===== src/rtl/fpu_add_sched.sv =====
`default_nettype none
// fpu_add_sched: round-robin issue scheduler for the shared add/round datapath,
// with credit-protected in-order result FIFO. Rev 1.0
module fpu_add_sched #(
  parameter int LAT    = 2,
  parameter int RM_DLY = 1,
  parameter int DEPTH  = 4
) (
  input  logic        clk_i,
  input  logic        rst_ni,
  input  logic        req0_valid_i,
  output logic        req0_ready_o,
  input  logic [31:0] req0_a_i,
  input  logic [31:0] req0_b_i,
  input  logic [2:0]  req0_rmode_i,
  input  logic        req1_valid_i,
  output logic        req1_ready_o,
  input  logic [31:0] req1_a_i,
  input  logic [31:0] req1_b_i,
  input  logic [2:0]  req1_rmode_i,
  output logic [31:0] dp_a_o,
  output logic [31:0] dp_b_o,
  output logic [2:0]  dp_rmode_o,
  input  logic [31:0] dp_result_i,
  output logic        res_valid_o,
  input  logic        res_ready_i,
  output logic [31:0] res_data_o,
  output logic        res_id_o
);

  localparam int OW = $clog2(DEPTH + 1);
  localparam int PW = (DEPTH > 1) ? $clog2(DEPTH) : 1;
  localparam logic [OW-1:0] OCC_MAX  = OW'(DEPTH);
  localparam logic [PW-1:0] PTR_LAST = PW'(DEPTH - 1);

  logic [OW-1:0] occ;
  logic [OW-1:0] cnt;
  logic          prio;
  logic          grant;
  logic          any_req;
  logic          can_issue;
  logic          issue;
  logic          pop;
  logic          wr;
  logic [PW-1:0] wr_ptr;
  logic [PW-1:0] rd_ptr;
  logic [31:0]   mem_data [DEPTH];
  logic          mem_id   [DEPTH];
  logic [LAT-1:0] tok_v;
  logic [LAT-1:0] tok_id;
  logic [2:0]    rm_line  [RM_DLY+1];

  function automatic logic [PW-1:0] ptr_next(input logic [PW-1:0] p);
    return (p == PTR_LAST) ? '0 : p + PW'(1);
  endfunction

  // Priority only matters when both ports compete.
  always_comb begin
    grant = 1'b0;
    if (req0_valid_i && req1_valid_i) begin
      grant = prio;
    end else if (req1_valid_i) begin
      grant = 1'b1;
    end
  end

  assign any_req      = req0_valid_i | req1_valid_i;
  assign can_issue    = occ < OCC_MAX;
  assign issue        = can_issue & any_req;
  assign req0_ready_o = issue & ~grant;
  assign req1_ready_o = issue & grant;
  assign pop          = res_valid_o & res_ready_i;
  assign wr           = tok_v[LAT-1];

  always_ff @(posedge clk_i or negedge rst_ni) begin
    if (!rst_ni) begin
      occ    <= '0;
      prio   <= 1'b0;
      dp_a_o <= '0;
      dp_b_o <= '0;
      tok_v  <= '0;
      tok_id <= '0;
      for (int i = 0; i <= RM_DLY; i++) rm_line[i] <= '0;
    end else begin
      case ({issue, pop})
        2'b10:   occ <= occ + OW'(1);
        2'b01:   occ <= occ - OW'(1);
        default: occ <= occ;
      endcase
      if (issue) begin
        prio       <= ~grant;
        dp_a_o     <= grant ? req1_a_i : req0_a_i;
        dp_b_o     <= grant ? req1_b_i : req0_b_i;
        rm_line[0] <= grant ? req1_rmode_i : req0_rmode_i;
      end
      // Free-running delay so rmode meets its operands at the rounder stage.
      for (int i = 1; i <= RM_DLY; i++) rm_line[i] <= rm_line[i-1];
      tok_v[0]  <= issue;
      tok_id[0] <= grant;
      for (int i = 1; i < LAT; i++) begin
        tok_v[i]  <= tok_v[i-1];
        tok_id[i] <= tok_id[i-1];
      end
    end
  end

  assign dp_rmode_o = rm_line[RM_DLY];

  always_ff @(posedge clk_i or negedge rst_ni) begin
    if (!rst_ni) begin
      wr_ptr <= '0;
      rd_ptr <= '0;
      cnt    <= '0;
      for (int i = 0; i < DEPTH; i++) begin
        mem_data[i] <= '0;
        mem_id[i]   <= 1'b0;
      end
    end else begin
      if (wr) begin
        mem_data[wr_ptr] <= dp_result_i;
        mem_id[wr_ptr]   <= tok_id[LAT-1];
        wr_ptr           <= ptr_next(wr_ptr);
      end
      if (pop) begin
        rd_ptr <= ptr_next(rd_ptr);
      end
      case ({wr, pop})
        2'b10:   cnt <= cnt + OW'(1);
        2'b01:   cnt <= cnt - OW'(1);
        default: cnt <= cnt;
      endcase
    end
  end

  assign res_valid_o = (cnt != '0);
  assign res_data_o  = mem_data[rd_ptr];
  assign res_id_o    = mem_id[rd_ptr];

endmodule
`default_nettype wire


===== config.mk =====
export PLATFORM = sky130hd
export DESIGN_NAME = fpu_add_sched
export DESIGN_NICKNAME = d
export VERILOG_FILES = /design/src/rtl/fpu_add_sched.sv
export SDC_FILE = /design/constraint.sdc
export NUM_CORES = 1
export LEC_CHECK = 0
export CORE_MARGIN = 2
export CORE_UTILIZATION = 40
export CTS_CLUSTER_SIZE = 10
export DETAILED_ROUTE_END_ITERATION = 10
export PLACE_DENSITY_LB_ADDON = 0.15
export SLEW_MARGIN = 20
export SYNTH_ARGS = -nofsm -noshare
export SYNTH_HDL_FRONTEND = slang
export SYNTH_SLANG_ARGS = --single-unit

===== constraint.sdc =====
create_clock -name clk_i -period 2.4 [get_ports clk_i]
set_input_delay 0.72 -clock clk_i [delete_from_list [all_inputs] [get_ports clk_i]]
set_output_delay 0.72 -clock clk_i [all_outputs]
set_load 0.05 [all_outputs]

Word-level counts from Yosys, hierarchy flattened --
Cells that the tools add are included.
Word-level totals: register bits after elaboration 217, bits of input ports 171, output and inout bits 103, word-level logic and storage cells 69
Cells by class: $add $sub $neg 6, $lt $le $gt $ge 4, eq/ne operators 6, multiplexer cells 21, bitwise operators 8, reduce and logical (&&, ||, !) cells 5
Operator list (count):
- $mux 32 | 5
- $bwmux 128 | 1
- $bmux 32 s2 | 1
- $demux 32 s2 | 1
- $pmux 3 s2 | 2
- $eq 2x2->1 const B | 4
- $add 3x1->3 const B | 2
- $ge 3x3->1 const B | 2
- $not 2->3 | 2
- $sub 3x1->3 const B | 2
- $mux 1 | 5
- $add 2x1->2 const B | 2
- $and 1x1->1 | 4
- $bwmux 4 | 1
- $eq 2x1->1 const B | 2
- $mux 2 | 2
- $reduce_bool 2->1 | 2
- $lt 3x1->1 const B | 1
- $lt 3x3->1 const B | 1
- $mux 3 | 1
- $reduce_bool 3->1 | 1
- $bmux 1 s2 | 1
- $demux 1 s2 | 1
- $logic_and 1x1->1 | 2
- 2 further kinds | 2

Depth between registers and ports, before layout --
Gate-level depths: netlist of run 1.
depth after elaboration 6, gate-level depth with buffers 9, depth with buffers taken out 9

Least setup slack after synthesis of run 1 --
Ideal clock, no wire load.
kind input-to-reg, start point input req1_valid_i, end point register occ[2], setup time 0.079 ns, data arrival time 2.274 ns, data required time 2.321 ns, slack 0.047 ns, stages 8, buffers on the path 1, path through o21bai_1 > clkbuf_1 > ha_1 > inv_1 > fa_1 > xor2_1 > nor2_1 > xor2_1
Between the ends: longest elaborated chain between the ends 4, elaborated cells on any way between the ends 6, those cells by class eq/ne: 2; mux: 1; bitwise: 2; reduce/logical: 1
RTL lines:
- from (decl) | line 16 | input logic req1_valid_i,
- $or 1x1->1 (*) | line 67 | assign any_req = req0_valid_i | req1_valid_i;
- $and 1x1->1 (*) | line 69 | assign issue = can_issue & any_req;
- $eq 2x1->1 or $eq 2x2->1 (tied branches) | line 85 | case ({issue, pop})
- $pmux 3 s2 or $reduce_bool 2->1 (tied branches)
- to (signal assigned) | line 86 | 2'b10: occ <= occ + OW'(1);
- to (signal assigned) | line 87 | 2'b01: occ <= occ - OW'(1);
- to (decl) | line 36 | logic [OW-1:0] occ;
Every way passes the cells marked *; elsewhere a longest branch is shown, timed or not. A chain may end at the register's enable or synchronous reset.

Worst setup path in the final report of run 1 --
start point register rd_ptr[0], end point output res_data_o[7]
Between the ends: longest elaborated chain between the ends 4
RTL lines:
- from (decl) | line 46 | logic [PW-1:0] rd_ptr;
- from (signal assigned) | line 125 | rd_ptr <= ptr_next(rd_ptr);
- $not 2->3 (not written as such) | line 136 | assign res_data_o = mem_data[rd_ptr];
- $bmux 32 s2 | line 136
- $mux 32 (not written as such) (2 in series) | line 136
- to (decl) | line 27 | output logic [31:0] res_data_o,
Every way passes these cells. The select of a mux whose other input is x is not followed.

==> flow_metrics.py, run 1 <==
metrics = {
    "synth": {
        "syn_nets": 793,
        "ys_async_sr_fraction": 1.00,
        "synth.avg_cell_area_um2": 15.3,
        "synthCells": 613,
        "syn_area_um2": 9350,
        "ys_warn_count": 0,
        "yosysUniqueCellTypes": 24,
        "synth_edf_count": 0,
        "ys_seq_area_frac": 0.581,
        "ys_seq_elements": 217,
        "synth_flop_cell": "dfrtp_1",
    },
    "finish": {
        "syn2layout_area_growth_pct": 44.6,
        "drive_gt1_frac": 0.306,
        "fin_nets": 1084,
        "post-route-cell-area_um2": 13500,
    },
    "route": {
        "dr.first_iter.drc_count": 259,
        "viasPerCell": 5.20,
        "ant_nets": 0,
        "drc": 0,
        "drt_wl_total_um": 26500,
        "wire_per_inst_um": 21.6,
        "wl_met1_um": 10100,
        "vias": 6391,
        "wl_met2_um": 13800,
        "top_layer": "met4",
        "dr.pass1.iters": 4,
        "wl_met3_um": 2160,
    },
    "clocking": {
        "numCtsBuffers": 26,
        "clock_sinks": 217,
        "clk_latency_ns": 0.52,
        "cts_root_buf": "clkbuf_16",
        "clock_path_buffers": 3,
        "ctsHoldBuffers": 0,
        "cts.clk_slew.worst_paths_ns": 0.05,
        "htreeDepth": 1,
        "tritoncts": "yes",
    },
    "placement": {
        "dpl.hpwl_um": 18400,
        "place_area_um2": 12600,
        "dp_slack_ns": -0.278,
        "globalplace.congestion": 0.861,
        "port_buffers": 273,
    },
    "floorplanning": {
        "die_area_um2": 24600,
        "fp-row-count": 55,
        "initial_utilization": 0.411,
        "boundaryPins": 274,
        "die_width_um": 157,
        "core_um2": 22800,
        "die_y_um": 157,
    },
    "timing": {
        "slew_headroom": 0.608,
        "finalHoldViolations": 0,
        "drv_slew": 0,
        "clock_skew_ns": 0.0189,
        "fmax_ghz": 0.384,
        "period_share": 1.08,
        "rsz0062_at_grt": "true",
        "setup_slack_ns": -0.202,
        "worst_slew_pin_slew_ns": 0.590,
        "period_minus_slack_ns": 2.60,
        "setup_viol": 33,
    },
    "setup_path": {
        "crit_type": "register to output pin",
        "cp.required_ns": 1.68,
        "worstPathArrival_ns": 1.88,
        "start_kind": "register",
        "rr_startpoint": "cnt[0]$_DFFE_PN0P_",
        "cp_max_fo": 7,
        "cp-end-kind": "output pin",
        "r2r-end": "cnt[1]$_DFFE_PN0P_",
        "ff2ff_path_depth": 7,
        "ff2ff_setup_slack_ns": 0.44,
    },
    "flow_run": {
        "max-cap-violations": 0,
    },
    "power": {
        "ir_worst_vdd_mv": 0.796,
        "power_leakage_nw": 5.88,
        "pwr_density_cell_nw_per_um2": 1650,
    },
    "global_route": {
        "grt_pass1_vias": 7329,
        "grt-ovfl-total": 0,
        "grt_max_degree": 58,
        "track_usage": 0.217,
        "grt_pass1_wl_um": 41200,
        "antenna_found_initial": 3,
    },
    "run_status": {
        "status": "complete, but fails checks",
        "violations": "negative setup slack",
    },
    "min_path": {
        "hold_class": "input port to asynchronous set/reset pin",
    },
}
[worst max-delay path, stage by stage (launching register included)]
cell	delay, ns
dfrtp_2	0.38
buf_12	0.14
buf_12	0.14
mux4_2	0.53
buf_6	0.17
[cell usage after synthesis, drive strengths merged (3+ instances only)]
library cell | n | area share
dfrtp | 217 | 0.58
mux2 | 134 | 0.16
a221o | 67 | 0.072
and2 | 67 | 0.045
buf | 33 | 0.019
mux4 | 33 | 0.079
inv | 14 | 0.0056
clkbuf | 12 | 0.0048
ha | 7 | 0.0094
nand2 | 7 | 0.0028
xor2 | 4 | 0.0037
nor2 | 3 | 0.0012
o21ai | 3 | 0.0016
[layer usage]
metal,GRT usage,vias up
met5,0,-
met4,0.0489,0
li1,-,2851
met2,0.391,208
met3,0.0669,31
met1,0.255,3301
[sequential cells by signal, summed over array words and instances (netlist names)]
signal	count
occ	3
dp_a_o	32
rd_ptr	2
mem_id	4
prio	1
mem_data	128
dp_b_o	32
rm_line	3
dp_rmode_o	3
wr_ptr	2
tok_id	2
cnt	3
tok_v	2
[area by class of cell]
class,instances,area [µm²]
Antenna cell,3,7.51
Clock buffer,36,729
Clock inverter,1,5.00
Fill cell,1796,9260
Inverter,14,52.6
Multi-Input combinational cell,337,3680
Sequential cell,217,5430
Tap cell,313,392
Timing Repair Buffer,308,3220
[power breakdown]
part	internal [mW]	switching, mW
combinational	5.32	7.01
clock	2.07	1.41
sequential	5.52	0.994
total	12.9	9.42
[per-stage QoR]
stage	util	TNS, ns	std cells	power [mW]	hold WS [ns]
global placement	0.553	-4.21	1180	18.3	0.339
floorplan	-	0	613	14.6	0.331
finish	0.593	-5.91	1229	22.3	0.159
CTS	0.590	-6.74	1223	22.5	0.159
detailed placement	0.553	-6.83	1180	18.6	0.337
global route	0.593	-8.20	1229	23.5	0.168
[worst max path at each step]
| stage | startpoint | to |
|---|---|---|
| 5_1_grt | rd_ptr[0]$_DFFE_PN0N_ | res_data_o[7] |
| 3_3_place_gp | req0_valid_i | occ[2]$_DFFE_PN0P_ |
| 3_5_place_dp | req0_valid_i | occ[2]$_DFFE_PN0P_ |
| 6_report | rd_ptr[0]$_DFFE_PN0N_ | res_data_o[7] |
| 4_1_cts | rd_ptr[0]$_DFFE_PN0N_ | res_data_o[15] |
| 2_1_floorplan | req1_valid_i | occ[2]$_DFFE_PN0P_ |
[layout by cell type (no fill, tap or decap), types with 3 or more instances in the layout]
cell type / count
dlygate4sd2_1: 67
buf_12: 17
xor2_1: 4
a221o_1: 67
o21ai_0: 3
clkbuf_16: 29
ha_1: 7
clkdlybuf4s50_1: 167
buf_4: 19
and2_1: 44
mux2_2: 134
diode_2: 3
mux4_2: 33
and2_0: 23
clkbuf_1: 7
buf_6: 32
nand2_1: 3
nand2_2: 4
dfrtp_1: 215
clkbuf_8: 3
nor2_1: 3
inv_1: 14
[cells by family (layout without fill, tap and decap cells)]
logic type / Yosys count / in the layout / share of synthesized area
adders and majority gates: 9 / 9 / 0.0136
AOI/OAI and AO/OA: 75 / 75 / 0.0781
other: 0 / 3 / 0
xor gates and xnor gates: 6 / 6 / 0.00562
buffers and inverters: 59 / 359 / 0.0298
and+or+nand+nor: 79 / 79 / 0.0502
DFF: 217 / 217 / 0.581
muxes: 168 / 168 / 0.242
[what timing repair did]
item                       4_1_cts  5_1_grt
setup endpoints to repair      100       34
buffers inserted                 5        1
pin swaps                        1        0
gates resized for setup        101        2
gates cloned                     1        2
(Power assumes the default switching activity.)
==> inputs of run 2 (changes only) <==
ABC_AREA = 1   (was not set)
RECOVER_POWER = 100   (was not set)
==> run 2 against run 1 <==
Combinational power is 17% higher. Cell area grew 6.8%. Non-clock buffer count grew 12. Critical path type unchanged. The flow finishes with violations (max-capacitance violations, max-slew violations, negative setup slack). Largest power group unchanged. Sequential power about the same. Clock power is 3% higher. Sequential cell count unchanged. Clock skew shrank 0.0064 ns. Global-route usage rose by 1.1 points. Register-to-register slack better by 0.16 ns.
==> flow_metrics.py, run 2 <==
metrics = {
    "synth": {
        "muxShareOfSynthArea": 0,
        "yosysUniqueCellTypes": 19,
        "syn_nets": 1330,
        "syn_area_um2": 9810,
        "ys_warn_count": 0,
        "synth-adder-area-share": 0.0130,
        "synth_edf_count": 0,
        "synth_area_leader_cell": "dfrtp_1",
        "ys_async_sr_fraction": 1.00,
        "netlist.area_leader.share": 0.553,
        "synth_area_leaders": "dfrtp_1 (55%), o21ai_0 (12%), nand2_1 (8.5%)",
        "yosys.area_share.simple": 0.239,
        "synth_common_cells": "o21ai_0 (230), nand2_1 (221), dfrtp_1 (217), nand3_1 (137), nor2_1 (102)",
        "synth_top_family_by_area": "simple AND/OR/NAND/NOR gates",
        "ys_seq_area_frac": 0.553,
        "synth.avg_cell_area_um2": 8.53,
        "synth_most_common_cell": "o21ai_0",
        "synth_flop_cell": "dfrtp_1",
        "synthXorXnorAreaFrac": 0.00179,
        "synth_compound_area_frac": 0.122,
        "ys_seq_elements": 217,
        "synthCells": 1150,
    },
    "clocking": {
        "cts_root_buf": "clkbuf_16",
        "tritoncts": "yes",
        "clock_sinks": 217,
        "htreeDepth": 1,
        "clk_latency_ns": 0.52,
        "clock_path_buffers": 3,
        "numCtsBuffers": 26,
        "cts.clk_slew.worst_paths_ns": 0.06,
        "ctsHoldBuffers": 0,
    },
    "timing": {
        "period_minus_slack_ns": 2.52,
        "setup_slack_ns": -0.120,
        "hold_slack_ns": 0.346,
        "worst_slew_pin_slew_ns": 1.71,
        "period_share": 1.05,
        "clock_skew_ns": 0.0124,
        "finalHoldViolations": 0,
        "rsz0062_at_grt": "true",
        "fmax_ghz": 0.397,
        "setup_viol": 33,
        "slew_headroom": -0.139,
        "drv_slew": 36,
    },
    "floorplanning": {
        "boundaryPins": 274,
        "die_area_um2": 25800,
        "die_y_um": 161,
        "core_um2": 24200,
        "die_width_um": 161,
        "fp-row-count": 57,
        "initial_utilization": 0.406,
    },
    "route": {
        "drt_wl_total_um": 30500,
        "dr.pass1.iters": 5,
        "viasPerCell": 5.20,
        "drc": 0,
        "wire_per_inst_um": 17.5,
        "vias": 9041,
        "ant_nets": 0,
        "dr.first_iter.drc_count": 576,
    },
    "placement": {
        "globalplace.congestion": 0.806,
        "dp.cells": 1677,
        "dpl.hpwl_um": 18600,
        "port_buffers": 273,
        "dp_slack_ns": -0.127,
    },
    "power": {
        "power_leakage_nw": 6.68,
        "pwr_density_cell_nw_per_um2": 1700,
        "ir_worst_vdd_mv": 1.00,
        "p_total_mw": 24.5,
    },
    "setup_path": {
        "crit_chain": "inv_4 > buf_6 > buf_12 > o21ai_1 > o21ai_2 > buf_12",
        "cp-end-kind": "output pin",
        "slowest_stage": "dfrtp_1",
        "worstPathArrival_ns": 1.80,
        "cp_max_fo": 5,
        "path_common_cell": "buf_12",
        "crit_buf_inv": 4,
        "crit_family": "buffers and inverters",
        "crit_type": "register to output pin",
        "start_kind": "register",
        "crit_path_max_incr_delay_ns": 0.41,
        "crit_start": "rd_ptr[1]$_DFFE_PN0N_",
        "rr_startpoint": "wr_ptr[0]$_DFFE_PN0P_",
        "cp.required_ns": 1.68,
    },
    "finish": {
        "largest_reg_flops": 128,
        "syn2layout_area_growth_pct": 47.2,
        "drive_gt1_frac": 0.130,
        "fin_nets": 1581,
        "utilization": 0.597,
        "regMostFlops": "mem_data",
        "final_cell_mix": "nand2_1 (216), dfrtp_1 (216), clkdlybuf4s50_1 (168), o21ai_0 (159), nand3_1 (137)",
        "reg.largest.list": "mem_data (128), dp_a_o (32), dp_b_o (32)",
        "fillerInstances": 2142,
        "stdcell_count": 1740,
    },
    "global_route": {
        "antenna_found_initial": 8,
        "track_usage": 0.229,
        "grt_pass1_vias": 8826,
        "grt_pass1_wl_um": 47600,
        "grt-ovfl-total": 0,
        "grt_max_degree": 71,
    },
    "run_status": {
        "violations": "max-capacitance violations, max-slew violations, negative setup slack",
        "status": "complete, but fails checks",
    },
    "flow_run": {
        "max-cap-violations": 1,
    },
    "min_path": {
        "min-delay-start": "tok_v[0]$_DFF_PN0_",
        "hold_class": "register to register",
    },
}
-- run 2: cell count changes after synthesis, sizes merged, moves of 69 or more --
cell and change:
o21ai +236, nand2 +214, nand3 +137, mux2 -134
nor2 +100, nand4 +69
-- run 2: final timing paths --
kind | slack (ns) | endpoint | depth (start not counted)
worst max-delay path | -0.12 | res_data_o[16] | 6
worst min-delay path | 0.35 | tok_v[1]$_DFF_PN0_ | 0
worst max register to register | 0.60 | mem_data[25]$_DFFE_PN0P_ | 4
worst min register to register | 0.35 | tok_v[1]$_DFF_PN0_ | 0
max in group asynchronous | 0.30 | mem_data[118]$_DFFE_PN0P_ | 2
min in group asynchronous | 0.84 | mem_data[8]$_DFFE_PN0P_ | 1
-- run 2: per-layer routing --
metal,routed length [µm],global-route usage,part of all wire
met1,12600,0.290,0.41
met2,14600,0.374,0.48
met3,2580,0.0726,0.085
met4,678,0.0745,0.022
met5,16,0,0.00052
-- run 2: stage by stage --
stage,TNS [ns],area [µm²]
2_1_floorplan,0,9820
3_3_place_gp,-0.131,13100
3_5_place_dp,-1.67,13100
4_1_cts,-3.49,14200
5_1_grt,-6.13,14400
6_report,-2.53,14400
-- run 2: cell type report --
| class | instances | area [µm²] | share of cell area |
|---|---|---|---|
| timing repair buffer | 320 | 3710 | 0.257 |
| clock buffer | 36 | 719 | 0.0498 |
| clock inverter | 1 | 30.0 | 0.00208 |
| tap | 324 | 405 | 0.0281 |
| antenna | 6 | 15.0 | 0.00104 |
| multi-input combinational | 781 | 3920 | 0.271 |
| sequential | 217 | 5430 | 0.376 |
| inverter | 55 | 214 | 0.0148 |
-- run 2: what timing repair did --
action	in CTS	in global routing
setup endpoints to repair	96	35
pin swaps	11	14
setup buffers	9	1
gates resized for setup	137	55
gates cloned	5	5
-- run 2: logic make-up after synthesis --
family / count (synthesis)
DFF: 217
adders and majority gates: 9
and+or+nand+nor: 531
xor gates and xnor gates: 2
AOI/OAI and AO/OA: 239
buffers and inverters: 152
-- run 2: power breakdown --
group	internal, mW	switching, mW
logic	5.53	8.87
clock network	2.15	1.42
registers	5.49	1.02
